File: src/rtl/ofdm_demodulation_if.sv
// Sample-in / byte-out handshake bundle for the OFDM hard-decision demapper.
// The slave modport is the demapper's view; master is the surrounding environment.
interface ofdm_demodulation_if #(
    parameter int DATA_SIZE = 16
);
    logic                 i_valid;
    logic [DATA_SIZE-1:0] i_data_i;
    logic [DATA_SIZE-1:0] i_data_q;
    logic [2:0]           i_modulation;
    logic                 i_last;
    logic                 o_wayt_data;
    logic [7:0]           o_data;
    logic                 o_valid_data;
    logic                 o_last;
    logic                 i_wayt_res_data;
    logic                 o_error;

    modport slave (
        input  i_valid, i_data_i, i_data_q, i_modulation, i_last, i_wayt_res_data,
        output o_wayt_data, o_data, o_valid_data, o_last, o_error
    );

    modport master (
        output i_valid, i_data_i, i_data_q, i_modulation, i_last, i_wayt_res_data,
        input  o_wayt_data, o_data, o_valid_data, o_last, o_error
    );
endinterface

File: src/rtl/ofdm_demodulation.sv
// Hard-slices I/Q subcarrier samples to Gray-coded BPSK/QPSK/16-QAM/64-QAM bits
// and packs them MSB-first into bytes, with a per-frame zero-padded flush.
module ofdm_demodulation #(
    parameter int          DATA_SIZE = 16,
    parameter logic [15:0] STEP      = 16'd2048
) (
    input logic                i_clk,
    input logic                i_reset,
    ofdm_demodulation_if.slave bus
);
    typedef enum logic [1:0] {ST_IDLE, ST_RUN, ST_FLUSH} state_t;

    localparam logic [DATA_SIZE+1:0] STEP_X2 = (DATA_SIZE+2)'({STEP, 1'b0});
    localparam logic [DATA_SIZE+1:0] STEP_X4 = (DATA_SIZE+2)'({STEP, 2'b00});

    state_t      state_reg, state_next;
    logic [15:0] acc_reg, acc_next;
    logic [4:0]  cnt_reg, cnt_next;
    logic [7:0]  o_data_reg;
    logic        o_valid_reg;
    logic        o_last_reg;
    logic        o_error_reg;

    logic [1:0][DATA_SIZE-1:0] axis_x;
    logic [1:0] b0_vec, b1q16_vec, b1q64_vec, b2_vec;
    logic [5:0] sym_top;
    logic [4:0] k;
    logic       mod_ok;
    logic       out_free, emit_full, emit, emit_last, accept;
    logic [4:0] cnt_kept, fill;

    assign axis_x = {bus.i_data_q, bus.i_data_i};

    // Per-axis slicer; magnitude is one bit wider so the most negative input cannot overflow.
    generate
        for (genvar gi = 0; gi < 2; gi++) begin : g_slice
            logic [DATA_SIZE:0]   x_ext;
            logic [DATA_SIZE:0]   mag;
            logic [DATA_SIZE+1:0] diff;
            logic [DATA_SIZE+1:0] diff_mag;

            assign x_ext         = {axis_x[gi][DATA_SIZE-1], axis_x[gi]};
            assign mag           = x_ext[DATA_SIZE] ? -x_ext : x_ext;
            assign diff          = {1'b0, mag} - STEP_X4;
            assign diff_mag      = diff[DATA_SIZE+1] ? -diff : diff;
            assign b0_vec[gi]    = ~x_ext[DATA_SIZE];
            assign b1q16_vec[gi] = ({1'b0, mag} < STEP_X2);
            assign b1q64_vec[gi] = ({1'b0, mag} < STEP_X4);
            assign b2_vec[gi]    = (diff_mag < STEP_X2);
        end
    endgenerate

    // Symbol bits left-aligned in a 6-bit field, first bit at the top.
    always_comb begin
        sym_top = 6'd0;
        k       = 5'd0;
        mod_ok  = 1'b1;
        case (bus.i_modulation)
            3'd1: begin
                sym_top = {b0_vec[0], 5'b0};
                k       = 5'd1;
            end
            3'd2: begin
                sym_top = {b0_vec[0], b0_vec[1], 4'b0};
                k       = 5'd2;
            end
            3'd4: begin
                sym_top = {b0_vec[0], b1q16_vec[0], b0_vec[1], b1q16_vec[1], 2'b0};
                k       = 5'd4;
            end
            3'd6: begin
                sym_top = {b0_vec[0], b1q64_vec[0], b2_vec[0], b0_vec[1], b1q64_vec[1], b2_vec[1]};
                k       = 5'd6;
            end
            default: mod_ok = 1'b0;
        endcase
    end

    assign out_free        = !o_valid_reg || bus.i_wayt_res_data;
    assign emit_full       = (cnt_reg >= 5'd8) && out_free;
    assign cnt_kept        = emit_full ? cnt_reg - 5'd8 : cnt_reg;
    assign fill            = cnt_kept + k;
    assign bus.o_wayt_data = i_reset && (state_reg != ST_FLUSH) && (fill <= 5'd16);
    assign accept          = bus.i_valid && bus.o_wayt_data;

    always_comb begin
        state_next = state_reg;
        cnt_next   = cnt_reg;
        acc_next   = acc_reg;
        emit       = 1'b0;
        emit_last  = 1'b0;
        case (state_reg)
            ST_FLUSH: begin
                if (cnt_reg == 5'd0) begin
                    state_next = ST_IDLE;
                end else if (out_free) begin
                    // A short residue goes out as-is: bits below it are already zero.
                    emit     = 1'b1;
                    acc_next = acc_reg << 8;
                    if (cnt_reg <= 5'd8) begin
                        emit_last  = 1'b1;
                        cnt_next   = 5'd0;
                        state_next = ST_IDLE;
                    end else begin
                        cnt_next = cnt_reg - 5'd8;
                    end
                end
            end
            default: begin
                emit = emit_full;
                if (emit_full) begin
                    acc_next = acc_reg << 8;
                    cnt_next = cnt_kept;
                end
                if (accept) begin
                    acc_next = acc_next | ({sym_top, 10'b0} >> cnt_kept);
                    cnt_next = fill;
                    if (bus.i_last) begin
                        if (fill == 5'd0) begin
                            state_next = ST_IDLE;
                            emit_last  = emit_full;
                        end else begin
                            state_next = ST_FLUSH;
                        end
                    end else begin
                        state_next = ST_RUN;
                    end
                end
            end
        endcase
    end

    always_ff @(posedge i_clk) begin
        if (!i_reset) begin
            state_reg   <= ST_IDLE;
            acc_reg     <= 16'd0;
            cnt_reg     <= 5'd0;
            o_data_reg  <= 8'd0;
            o_valid_reg <= 1'b0;
            o_last_reg  <= 1'b0;
            o_error_reg <= 1'b0;
        end else begin
            state_reg   <= state_next;
            acc_reg     <= acc_next;
            cnt_reg     <= cnt_next;
            o_error_reg <= accept && !mod_ok;
            if (emit) begin
                o_data_reg  <= acc_reg[15:8];
                o_valid_reg <= 1'b1;
                o_last_reg  <= emit_last;
            end else if (bus.i_wayt_res_data) begin
                o_valid_reg <= 1'b0;
                o_last_reg  <= 1'b0;
            end
        end
    end

    assign bus.o_data       = o_data_reg;
    assign bus.o_valid_data = o_valid_reg;
    assign bus.o_last       = o_last_reg;
    assign bus.o_error      = o_error_reg;
endmodule

File: src/flat_wrapper.sv
// flat-port wrapper written by rule: the top's interface ports become plain ports
module ofdm_demodulation_flat 
#(
    parameter int          DATA_SIZE = 16,
    parameter logic [15:0] STEP      = 16'd2048
)
  (i_clk, i_reset, bus_i_valid, bus_i_data_i, bus_i_data_q, bus_i_modulation, bus_i_last, bus_i_wayt_res_data, bus_o_wayt_data, bus_o_data, bus_o_valid_data, bus_o_last, bus_o_error);
  ofdm_demodulation_if #(.DATA_SIZE(DATA_SIZE)) bus_i ();
  input logic i_clk;
  input logic i_reset;
  input wire logic [$bits(bus_i.i_valid)-1:0] bus_i_valid;
  input wire logic [$bits(bus_i.i_data_i)-1:0] bus_i_data_i;
  input wire logic [$bits(bus_i.i_data_q)-1:0] bus_i_data_q;
  input wire logic [$bits(bus_i.i_modulation)-1:0] bus_i_modulation;
  input wire logic [$bits(bus_i.i_last)-1:0] bus_i_last;
  input wire logic [$bits(bus_i.i_wayt_res_data)-1:0] bus_i_wayt_res_data;
  output wire logic [$bits(bus_i.o_wayt_data)-1:0] bus_o_wayt_data;
  output wire logic [$bits(bus_i.o_data)-1:0] bus_o_data;
  output wire logic [$bits(bus_i.o_valid_data)-1:0] bus_o_valid_data;
  output wire logic [$bits(bus_i.o_last)-1:0] bus_o_last;
  output wire logic [$bits(bus_i.o_error)-1:0] bus_o_error;
  assign bus_i.i_valid = bus_i_valid;
  assign bus_i.i_data_i = bus_i_data_i;
  assign bus_i.i_data_q = bus_i_data_q;
  assign bus_i.i_modulation = bus_i_modulation;
  assign bus_i.i_last = bus_i_last;
  assign bus_i.i_wayt_res_data = bus_i_wayt_res_data;
  assign bus_o_wayt_data = bus_i.o_wayt_data;
  assign bus_o_data = bus_i.o_data;
  assign bus_o_valid_data = bus_i.o_valid_data;
  assign bus_o_last = bus_i.o_last;
  assign bus_o_error = bus_i.o_error;
  ofdm_demodulation #(.DATA_SIZE(DATA_SIZE), .STEP(STEP)) u_core (.i_clk(i_clk), .i_reset(i_reset), .bus(bus_i));
endmodule
File: config.mk
export PLATFORM = sky130hd
export DESIGN_NAME = ofdm_demodulation_flat
export DESIGN_NICKNAME = d
export VERILOG_FILES = /design/src/rtl/ofdm_demodulation_if.sv /design/src/rtl/ofdm_demodulation.sv /design/src/flat_wrapper.sv
export SDC_FILE = /design/constraint.sdc
export NUM_CORES = 1
export LEC_CHECK = 0
export ABC_AREA = 0
export CAP_MARGIN = 20
export CELL_PAD_IN_SITES_DETAIL_PLACEMENT = 0
export CELL_PAD_IN_SITES_GLOBAL_PLACEMENT = 1
export CORE_MARGIN = 4
export CORE_UTILIZATION = 36
export DETAILED_ROUTE_END_ITERATION = 6
export PLACE_DENSITY_LB_ADDON = 0.1
export SYNTH_ARGS = -nofsm -noshare
export SYNTH_HDL_FRONTEND = slang
export SYNTH_SLANG_ARGS = --single-unit
File: constraint.sdc
create_clock -name i_clk -period 3.6 [get_ports i_clk]
set_input_delay 0.36 -clock i_clk [delete_from_list [all_inputs] [get_ports i_clk]]
set_output_delay 0.36 -clock i_clk [all_outputs]
set_load 0.02 [all_outputs]
; ---- Yosys cells after proc, flatten, opt, wreduce, memory -nomap -nowiden
; Index checks and enable logic that the tools add are counted.
[classes]
addsub = 8
reduce_logical = 17
div = 0
multipliers = 0
n_mux = 40
n_eq_ne = 10
shifts = 1
n_lt_le_gt_ge = 9
n_bitwise = 3
[ops]
columns = cell, n
row1 = 16-bit 2-to-1 mux, 6
row2 = 18-bit by 13-bit less-than comparator with 1-bit output (second input constant), 2
row3 = 18-bit 2-to-1 mux, 2
row4 = 18-bit negation, 2
row5 = 17-bit by 14-bit subtractor with 18-bit output (second input constant), 2
row6 = 5-bit 2-to-1 mux, 7
row7 = 17-bit by 13-bit less-than comparator with 1-bit output (second input constant), 2
row8 = 17-bit by 14-bit less-than comparator with 1-bit output (second input constant), 2
row9 = 17-bit 2-to-1 mux, 2
row10 = 17-bit negation, 2
row11 = 6-bit one-hot mux with 4 select lines, 1
row12 = 16-bit OR, 1
row13 = 16-bit by 5-bit >> shifter with 16-bit output, 1
row14 = 1-bit 2-to-1 mux, 14
row15 = 2-bit 2-to-1 mux, 7
row16 = 3-bit one-hot mux with 4 select lines, 1
row17 = 5-bit logical NOT, 2
row18 = 3-bit == test (second input constant), 2
row19 = 3-bit by 1-bit != test with 1-bit output (second input constant), 2
row20 = 3-bit AND reduction, 2
row21 = 5-bit by 3-bit adder with 5-bit output, 1
row22 = 5-bit by 4-bit greater-or-equal comparator with 1-bit output (second input constant), 1
row23 = 5-bit by 4-bit less-or-equal comparator with 1-bit output (second input constant), 1
row24 = 5-bit less-or-equal comparator (second input constant), 1
row25 = other kinds (14), 22
[word_totals]
in_bits = 40
mem_count = 0
ram_bits = 0
latch_bits = 0
regBits = 34
rom_bits = 0
output_inout_bits = 12
elab_cells = 95

; ---- Logic depth before layout (Yosys ltp)
[logic_depth]
depth_word = 11
ltp_mapped = 14
depth_no_buf = 14

; ---- Least setup slack after synthesis
; No wires, ideal clock.
[synth_timing]
kind = input port to flip-flop
from = input port bus_i_data_q[7]
to = register u_core.acc_reg[4]
setup_time_ns = 0.076
path_buffers = 1
arrival_time_ns = 3.427
required_time_ns = 3.524
stages = 11
path_slack_ns = 0.097
path_cell_list = clkbuf_1 -> nor4_1 -> nand4_1 -> a221oi_1 -> ha_1 -> or3_1 -> a21oi_1 -> a311o_1 -> o211ai_1 -> o2bb2a_1 -> o22ai_1
[synth_between]
elab_chain_cells = 11
word_cells_on_any_way = 13
classes_between = 3 x add/sub / 3 x order compare / 1 x shift / 5 x mux / 1 x bitwise
[synth_lines]
columns = element, line_no
row1 = start: declaration, flat_wrapper.sv:13  ; input wire logic [$bits(bus_i.i_data_q)-1:0] bus_i_data_q;
row2 = 17-bit negation, ofdm_demodulation.sv:43  ; assign mag = x_ext[DATA_SIZE] ? -x_ext : x_ext;
row3 = 17-bit 2-to-1 mux *, ofdm_demodulation.sv:43
row4 = 17-bit by 14-bit subtractor with 18-bit output, ofdm_demodulation.sv:44  ; assign diff = {1'b0, mag} - STEP_X4;
row5 = 18-bit negation, ofdm_demodulation.sv:45  ; assign diff_mag = diff[DATA_SIZE+1] ? -diff : diff;
row6 = 18-bit 2-to-1 mux, ofdm_demodulation.sv:45
row7 = 18-bit by 13-bit less-than comparator with 1-bit output, ofdm_demodulation.sv:49  ; assign b2_vec[gi] = (diff_mag < STEP_X2);
row8 = 6-bit one-hot mux with 4 select lines *, ofdm_demodulation.sv:58  ; case (bus.i_modulation)
row9 = 16-bit by 5-bit >> shifter with 16-bit output *, ofdm_demodulation.sv:116  ; acc_next = acc_next | ({sym_top, 10'b0} >> cnt_kept);
row10 = 16-bit OR *, ofdm_demodulation.sv:116
row11 = 16-bit 2-to-1 mux *, ofdm_demodulation.sv:115  ; if (accept) begin
row12 = 16-bit 2-to-1 mux *, ofdm_demodulation.sv:92  ; case (state_reg)
row13 = end signal: assignment, ofdm_demodulation.sv:144  ; acc_reg <= acc_next;
row14 = end: declaration, ofdm_demodulation.sv:17  ; logic [15:0] acc_reg, acc_next;
; Every way passes the cells marked *; elsewhere a longest branch is shown, timed or not.
; A chain may end at the register's enable or synchronous reset.

; ---- Worst setup path in the final report
[layout_timing]
from = input port bus_i_data_i[1]
to = register u_core.acc_reg[0]
[layout_between]
elab_chain_cells = 11
word_cells_on_any_way = 13
classes_between = 3 x add/sub / 3 x order compare / 1 x shift / 5 x mux / 1 x bitwise
[layout_lines]
columns = element, line_no
row1 = start: declaration, flat_wrapper.sv:12  ; input wire logic [$bits(bus_i.i_data_i)-1:0] bus_i_data_i;
row2 = 17-bit negation, ofdm_demodulation.sv:43
row3 = 17-bit 2-to-1 mux *, ofdm_demodulation.sv:43
row4 = 17-bit by 14-bit subtractor with 18-bit output, ofdm_demodulation.sv:44
row5 = 18-bit negation, ofdm_demodulation.sv:45
row6 = 18-bit 2-to-1 mux, ofdm_demodulation.sv:45
row7 = 18-bit by 13-bit less-than comparator with 1-bit output, ofdm_demodulation.sv:49
row8 = 6-bit one-hot mux with 4 select lines *, ofdm_demodulation.sv:58
row9 = 16-bit by 5-bit >> shifter with 16-bit output *, ofdm_demodulation.sv:116
row10 = 16-bit OR *, ofdm_demodulation.sv:116
row11 = 16-bit 2-to-1 mux *, ofdm_demodulation.sv:115
row12 = 16-bit 2-to-1 mux *, ofdm_demodulation.sv:92
; Marked as above.

==> impl_metrics.yaml <==
outcome:
  status: "finished, final reports clean"
finish:
  fin_nets: 655
  final_cells: 730
  syn_to_final_growth_pct: 43.77
  diodes: 0
  largest_register_ffs: 16
  drive_gt1_share_pct: 21.46
floorplan:
  ioPinCount: 52
  num_rows: 35
  fp.dieW_um: 105.8
  initial_utilization_pct: 37.10
  core-area_sq_mm: 0.009284
  die_h_um: 105.8
  die-area_sq_mm: 0.01120
sta:
  relSlewSlack_pct: 47.13
  min_period_ns: 3.463
  finalSetupViolCount: 0
  skew_ns: 0.006139
  tightest_slew_ns: 0.7901
  finalCritPeriodShare_pct: 96.19
  drv_slew: 0
  tns_ns: 0
  hold_viol: 0
  rsz0062_at_grt: "yes"
  max_freq_mhz: 288.8
worst_setup_path:
  crit_path_start_kind: "primary input"
  reg2reg_depth: 10
  critPathSlowestCell: "or4_4"
  crit_type: "in -> reg"
  reg2reg_from: "u_core.cnt_reg[3]"
  path_buf_inv: 2
  timing.rr.end: "u_core.acc_reg[4]"
  end_kind: "register"
  crit_arrival_ns: 3.68
  max_stage_delay_ns: 0.59
  path_max_fanout: 6
  crit_required_ns: 3.81
  cp_num_cells: 11
  cp_cell_sequence: "clkdlybuf4s50_1 > or4_4 > buf_4 > or4_1 > o21ai_2 > nor2_1 > o31a_1 > or3_4 > o31ai_4 > o221ai_4 > o31ai_2"
  r2r_slack_ns: 0.57
  crit_family: "simple AND/OR/NAND/NOR gates"
synthesis:
  synth-async-reset-ratio_pct: 0
  syn_area_per_cell_sq_um: 7.221
  syn_area_sq_mm: 0.003445
  synth_cell_types: 78
  yosys_register_bits: 34
  synth.area.top_cells: "dfxtp_1 20%, nand2_1 7.6%, ha_1 5.1%, a21oi_1 4.2%, nor2_1 4.1%"
  yosys.area.top_type: "dfxtp_1"
  synth_ff_type: "dfxtp_1"
  synth_warnings: 0
  synth_edf_count: 0
  synth_top_cell_area_share_pct: 19.76
  synth_seq_area_share_pct: 19.76
  ys_top_cells_by_count: "70 x nand2_1, 38 x nor2_1, 34 x dfxtp_1"
  yosysMostFrequentCell: "nand2_1"
  syn_nets: 532
  syn_inst: 477
clocking:
  clkTransAtPathRegs_ns: 0.08
  cts_root_buf: "clkbuf_8"
  cts_made_buffers: 5
  cts_tree: "done"
  cts.sinks: 34
  cts_max_level: 2
  cts_hold_buf: 0
  clock_latency_ns: 0.29
  clock_path_buffers: 2
job:
  cap_viol_max_count: 0
placement:
  dp_cells: 720
  gp_congestion: 0.8752
  dp_hpwl_um: 8288
  port_buffers: 51
drt:
  drc_errors: 0
  routed_wl_um: 10890
  drtIter0Drc: 223
  num_vias: 4073
  ant_nets: 0
  avgViaCountPerCell: 5.579
  first_pass_iters: 4
  wl_per_cell_um: 14.91
power:
  vdd_drop_max_v: 0.0001964
  power_density_mw_per_mm2: 384.3
  p_leak_nw: 1.924
global_routing:
  grt_pass1_wl_um: 18200
  overflow: 0
  gr-usage-all-layers_pct: 18.95
  grt_max_degree: 22
  antenna_found_initial: 0
  grt_pass1_vias: 3894
min_path:
  hold_start: "u_core.bus.o_data[5]"
  holdPathStages: 2
  hp-class: "reg -> reg"
  hold_path_end: "u_core.bus.o_data[5]"
-- layer usage --
metal	part of all wire [%]	global-route usage (%)	vias to the layer above
met1	49	27.46	1927
met5	0	0	-
met3	4.9	2.939	5
li1	-	-	2050
met2	45	30.01	91
met4	0.35	3.238	0
-- worst max path at each step --
stage               slack (ns)            start                end
finish                    0.14  bus_i_data_i[1]  u_core.acc_reg[0]
global route             -0.09  bus_i_data_q[6]  u_core.acc_reg[9]
CTS                     -0.005  bus_i_data_i[1]  u_core.acc_reg[0]
detailed placement       -0.33  bus_i_data_i[1]  u_core.acc_reg[7]
global placement         -0.21  bus_i_data_i[0]  u_core.acc_reg[7]
floorplan                  0.1  bus_i_data_q[7]  u_core.acc_reg[4]
-- power by group --
part           switching, mW  internal, mW  total [mW]
combinational          0.603         0.471        1.07
clock                  0.159         0.206       0.365
sequential            0.0447         0.420       0.465
total                  0.807          1.10        1.90
-- layout by cell type, fill, tap and decap left out, types with 8 or more instances in the layout --
cell type        count
dfxtp_1             34
nand3_1             13
mux2i_1             10
nor2_1              38
nor2b_1             12
clkdlybuf4s50_1     49
or3_1               10
ha_1                13
or4_1                8
nor3_1              11
o21ai_0             19
buf_4               85
inv_1               27
nand2b_1             9
nand2_1             70
a21oi_1             26
a31oi_1              8
-- worst min-delay path: cells and delay by family (launching register included) --
family,cells,cell delay (ns)
and+or+nand+nor,1,0.05
AOI/OAI and AO/OA,1,0.05
DFF,1,0.31
-- stage by stage --
| stage | hold slack [ns] | setup WS [ns] | utilization (%) | power [mW] | cell area [sq um] |
|---|---|---|---|---|---|
| after floorplan | 0.4248 | 0.09685 | - | 1.091 | 3445 |
| after global placement | 0.4392 | -0.2124 | 50.22 | 1.500 | 4662 |
| after detailed placement | 0.4446 | -0.3332 | 50.22 | 1.504 | 4662 |
| after CTS | 0.4552 | -0.005351 | 51.51 | 1.873 | 4782 |
| after global routing | 0.4758 | -0.09462 | 53.34 | 2.041 | 4952 |
| final | 0.4527 | 0.1372 | 53.34 | 1.903 | 4952 |
-- logic make-up (layout without fill, tap and decap cells) --
logic type      count (synthesis)  count (layout)  share of synthesized area [%]
fa+ha+maj                      15              15                          5.667
buf+inv                        48             172                          5.303
xor+xnor                        5               5                          1.271
compound gates                149             149                          32.15
mux                            12              12                          3.887
simple gates                  214             214                          31.97
flops                          34              34                          19.76
-- area by class of cell --
cell class / instances / area, sq um
clock buffers: 5 / 68.82
clock inverters: 3 / 45.04
fillers: 917 / 4332
inverters: 28 / 105.1
multi-input cells: 395 / 2738
flip-flops and latches: 34 / 680.7
well taps: 129 / 161.4
repair buffers: 136 / 1154
-- repair_timing --
item                       CTS  global route
cloned                       0             0
hold endpoints to repair     0             0
setup endpoints to repair    4            18
pin swaps                    0             9
buffers inserted             0             2
gates resized for setup      1            31
No activity file was read; power rests on OpenSTA's default activity.
==> RTL edit, RTL diff (same settings) <==
`DATA_SIZE` is set to 16 in 3 places; all go to 32.
--- a/src/rtl/ofdm_demodulation_if.sv
+++ b/src/rtl/ofdm_demodulation_if.sv
@@ -1,7 +1,7 @@
 // Sample-in / byte-out handshake bundle for the OFDM hard-decision demapper.
 // The slave modport is the demapper's view; master is the surrounding environment.
 interface ofdm_demodulation_if #(
-    parameter int DATA_SIZE = 16
+    parameter int DATA_SIZE = 32
 );
     logic                 i_valid;
     logic [DATA_SIZE-1:0] i_data_i;
--- a/src/rtl/ofdm_demodulation.sv
+++ b/src/rtl/ofdm_demodulation.sv
@@ -1,7 +1,7 @@
 // Hard-slices I/Q subcarrier samples to Gray-coded BPSK/QPSK/16-QAM/64-QAM bits
 // and packs them MSB-first into bytes, with a per-frame zero-padded flush.
 module ofdm_demodulation #(
-    parameter int          DATA_SIZE = 16,
+    parameter int          DATA_SIZE = 32,
     parameter logic [15:0] STEP      = 16'd2048
 ) (
     input logic                i_clk,
--- a/src/flat_wrapper.sv
+++ b/src/flat_wrapper.sv
@@ -1,7 +1,7 @@
 // flat-port wrapper written by rule: the top's interface ports become plain ports
 module ofdm_demodulation_flat 
 #(
-    parameter int          DATA_SIZE = 16,
+    parameter int          DATA_SIZE = 32,
     parameter logic [15:0] STEP      = 16'd2048
 )
   (i_clk, i_reset, bus_i_valid, bus_i_data_i, bus_i_data_q, bus_i_modulation, bus_i_last, bus_i_wayt_res_data, bus_o_wayt_data, bus_o_data, bus_o_valid_data, bus_o_last, bus_o_error);
Interface: changed (resized bus_i_data_i and bus_i_data_q); port bits go from 52 to 84. No check against the original RTL was run, so the function may have changed too.
==> RTL edit against the unedited design <==
- the flow now finishes with violations (setup timing)
- highest routed layer unchanged
- area after synthesis grew 51%
- critical endpoint is now u_core.acc_reg[9]
- global-route usage grew 4.5 points
- largest power group unchanged
- cell area grew 78%
- sequential cell count is the same
- power grew 18%
- die area grew 47%
- routed wire length grew 89%
- worst setup slack lost 470 ps
==> RTL edit: results (changes against the unedited design) <==
metric;value;unit;change
status;finished with violations;;
violations;setup timing;;
clk_pin_slew;60;ps;-20 ps
setup_viol;13;;+13
cp.arrival;4140;ps;+460 ps
place_ws;-845;ps;-512 ps
port_buffers;83;;+63%
synthTopCellsByCount;85 x nand2_1, 57 x nor2_1, 42 x o21ai_0;;
worst_slack;-331;ps;-468 ps
drive_gt1_share;37.5;%;+16 points
reg2reg_to;u_core.acc_reg[15];;
grt_pass1_wl;32.9;mm;+81%
gp_congestion;0.899;;+2.7%
combPwrFrac;57.4;%;+1.0 points
syn_nets;842;;+58%
drt-total-wl;20.5;mm;+89%
p_sw;885;uW;+9.7%
antennaDiodeCount;0;;unchanged
drt-pass1-iter-count;6;;+2
clkSinkCount;34;;unchanged
cts_resized;117;;+116
powerComb;1290;uW;+21%
crit_path_top_delay_cell;or4_1;;
yosys-top-cells-area;dfxtp_1 13%, nand2_1 6.1%, xnor2_1 4.2%;;
worst_pin_slew;732;ps;-58.4 ps
vias;7069;;+74%
skew;8.13;ps;+1.99 ps
async_flop_share;0;%;unchanged
post-cts-setup-buffers;19;;+19
crit_family;simple AND/OR/NAND/NOR gates;;
crit_path_end;u_core.acc_reg[9];;
p_clk_share;22.1;%;+2.9 points
rrSetupSlack;430;ps;-140 ps
yosys_warnings;0;;unchanged
largest_reg_flops;16;;unchanged
placed_area;7860;sq um;+69%
grt_overflow;0;;unchanged
critical_path.startpoint;bus_i_data_q[5];;
wl_per_cell;16.6;um;+11%
synth_cells;755;;+58%
grt_usage;23.5;%;+4.5 points
timing.setup.tns;-3320;ps;-3320 ps
antenna_found_initial;0;;unchanged
dr.first_iter.drc_count;483;;+120%
cts_root_buf;clkbuf_16;;
clk_latency;280;ps;
p_leak;0.00364;uW;+89%
ir_worst_vdd;0.222;mV;+13%
hpwlAfterDp;16.0;mm;+93%
grt_pass1_vias;7013;;+80%
ff2ff_path_depth;13;;+3
nNetsFinal;1147;;+75%
yosysUniqueCellTypes;76;;-2.6%
ys_seq_area_share;13.0;%;-6.7 points
clk_path_buf_depth;2;;unchanged
grt_start_max_net_pins;28;;+27%
RTL edit: cell types whose count changed in the layout (fill, tap and decap cells not counted), moves of 11 or more:
cell / delta
nand3_1: +15
xor2_1: +23
nor3_1: +13
a21boi_0: +11
buf_4: +158
nand2_1: +12
nor2_1: +18
xnor2_1: +22
buf_6: +18
RTL edit: area by class of cell:
cell class                 count  area, sq um
tap                          180          225
sequential                    34          681
clock buffer                   6          139
fill                        1273         5220
multi-input combinational    656         4890
clock inverter                 1         30.0
inverter                      23         88.8
timing repair buffer         340         2770
RTL edit: worst min path at each step:
stage	cells past startpoint	slack [ps]	endpoint	from
after global placement	2	450	u_core.bus.o_data[3]	u_core.bus.o_data[3]
after global routing	2	500	u_core.bus.o_data[0]	u_core.bus.o_data[0]
after CTS	2	460	u_core.bus.o_data[6]	u_core.bus.o_data[6]
final	2	460	u_core.bus.o_data[6]	u_core.bus.o_data[6]
after detailed placement	2	450	u_core.bus.o_data[6]	u_core.bus.o_data[6]
after floorplan	2	440	u_core.bus.o_data[7]	u_core.acc_reg[15]
RTL edit: cell families (layout without fill, tap and decap cells):
logic type	count (synthesis)	in the layout	synth area share, %
AO/OA/AOI/OAI	212	212	29.0
XOR/XNOR	50	50	8.40
adder cells (fa/ha/maj)	15	15	3.74
buffers and inverters	65	370	4.85
flip-flops	34	34	13.0
multiplexers	20	20	4.29
AND/OR/NAND/NOR	359	359	36.7
RTL edit: per-layer routing:
metal  part of all wire, %  GRT usage [%]  routed length [um]  vias up
met1                    43           30.3                8930     3360
met2                    50           42.3               10400      206
li1                      -              -                   -     3480
met4                   1.4           5.18                 297        0
met3                   4.6           2.12                 945       23
met5                     0              0                   0        -
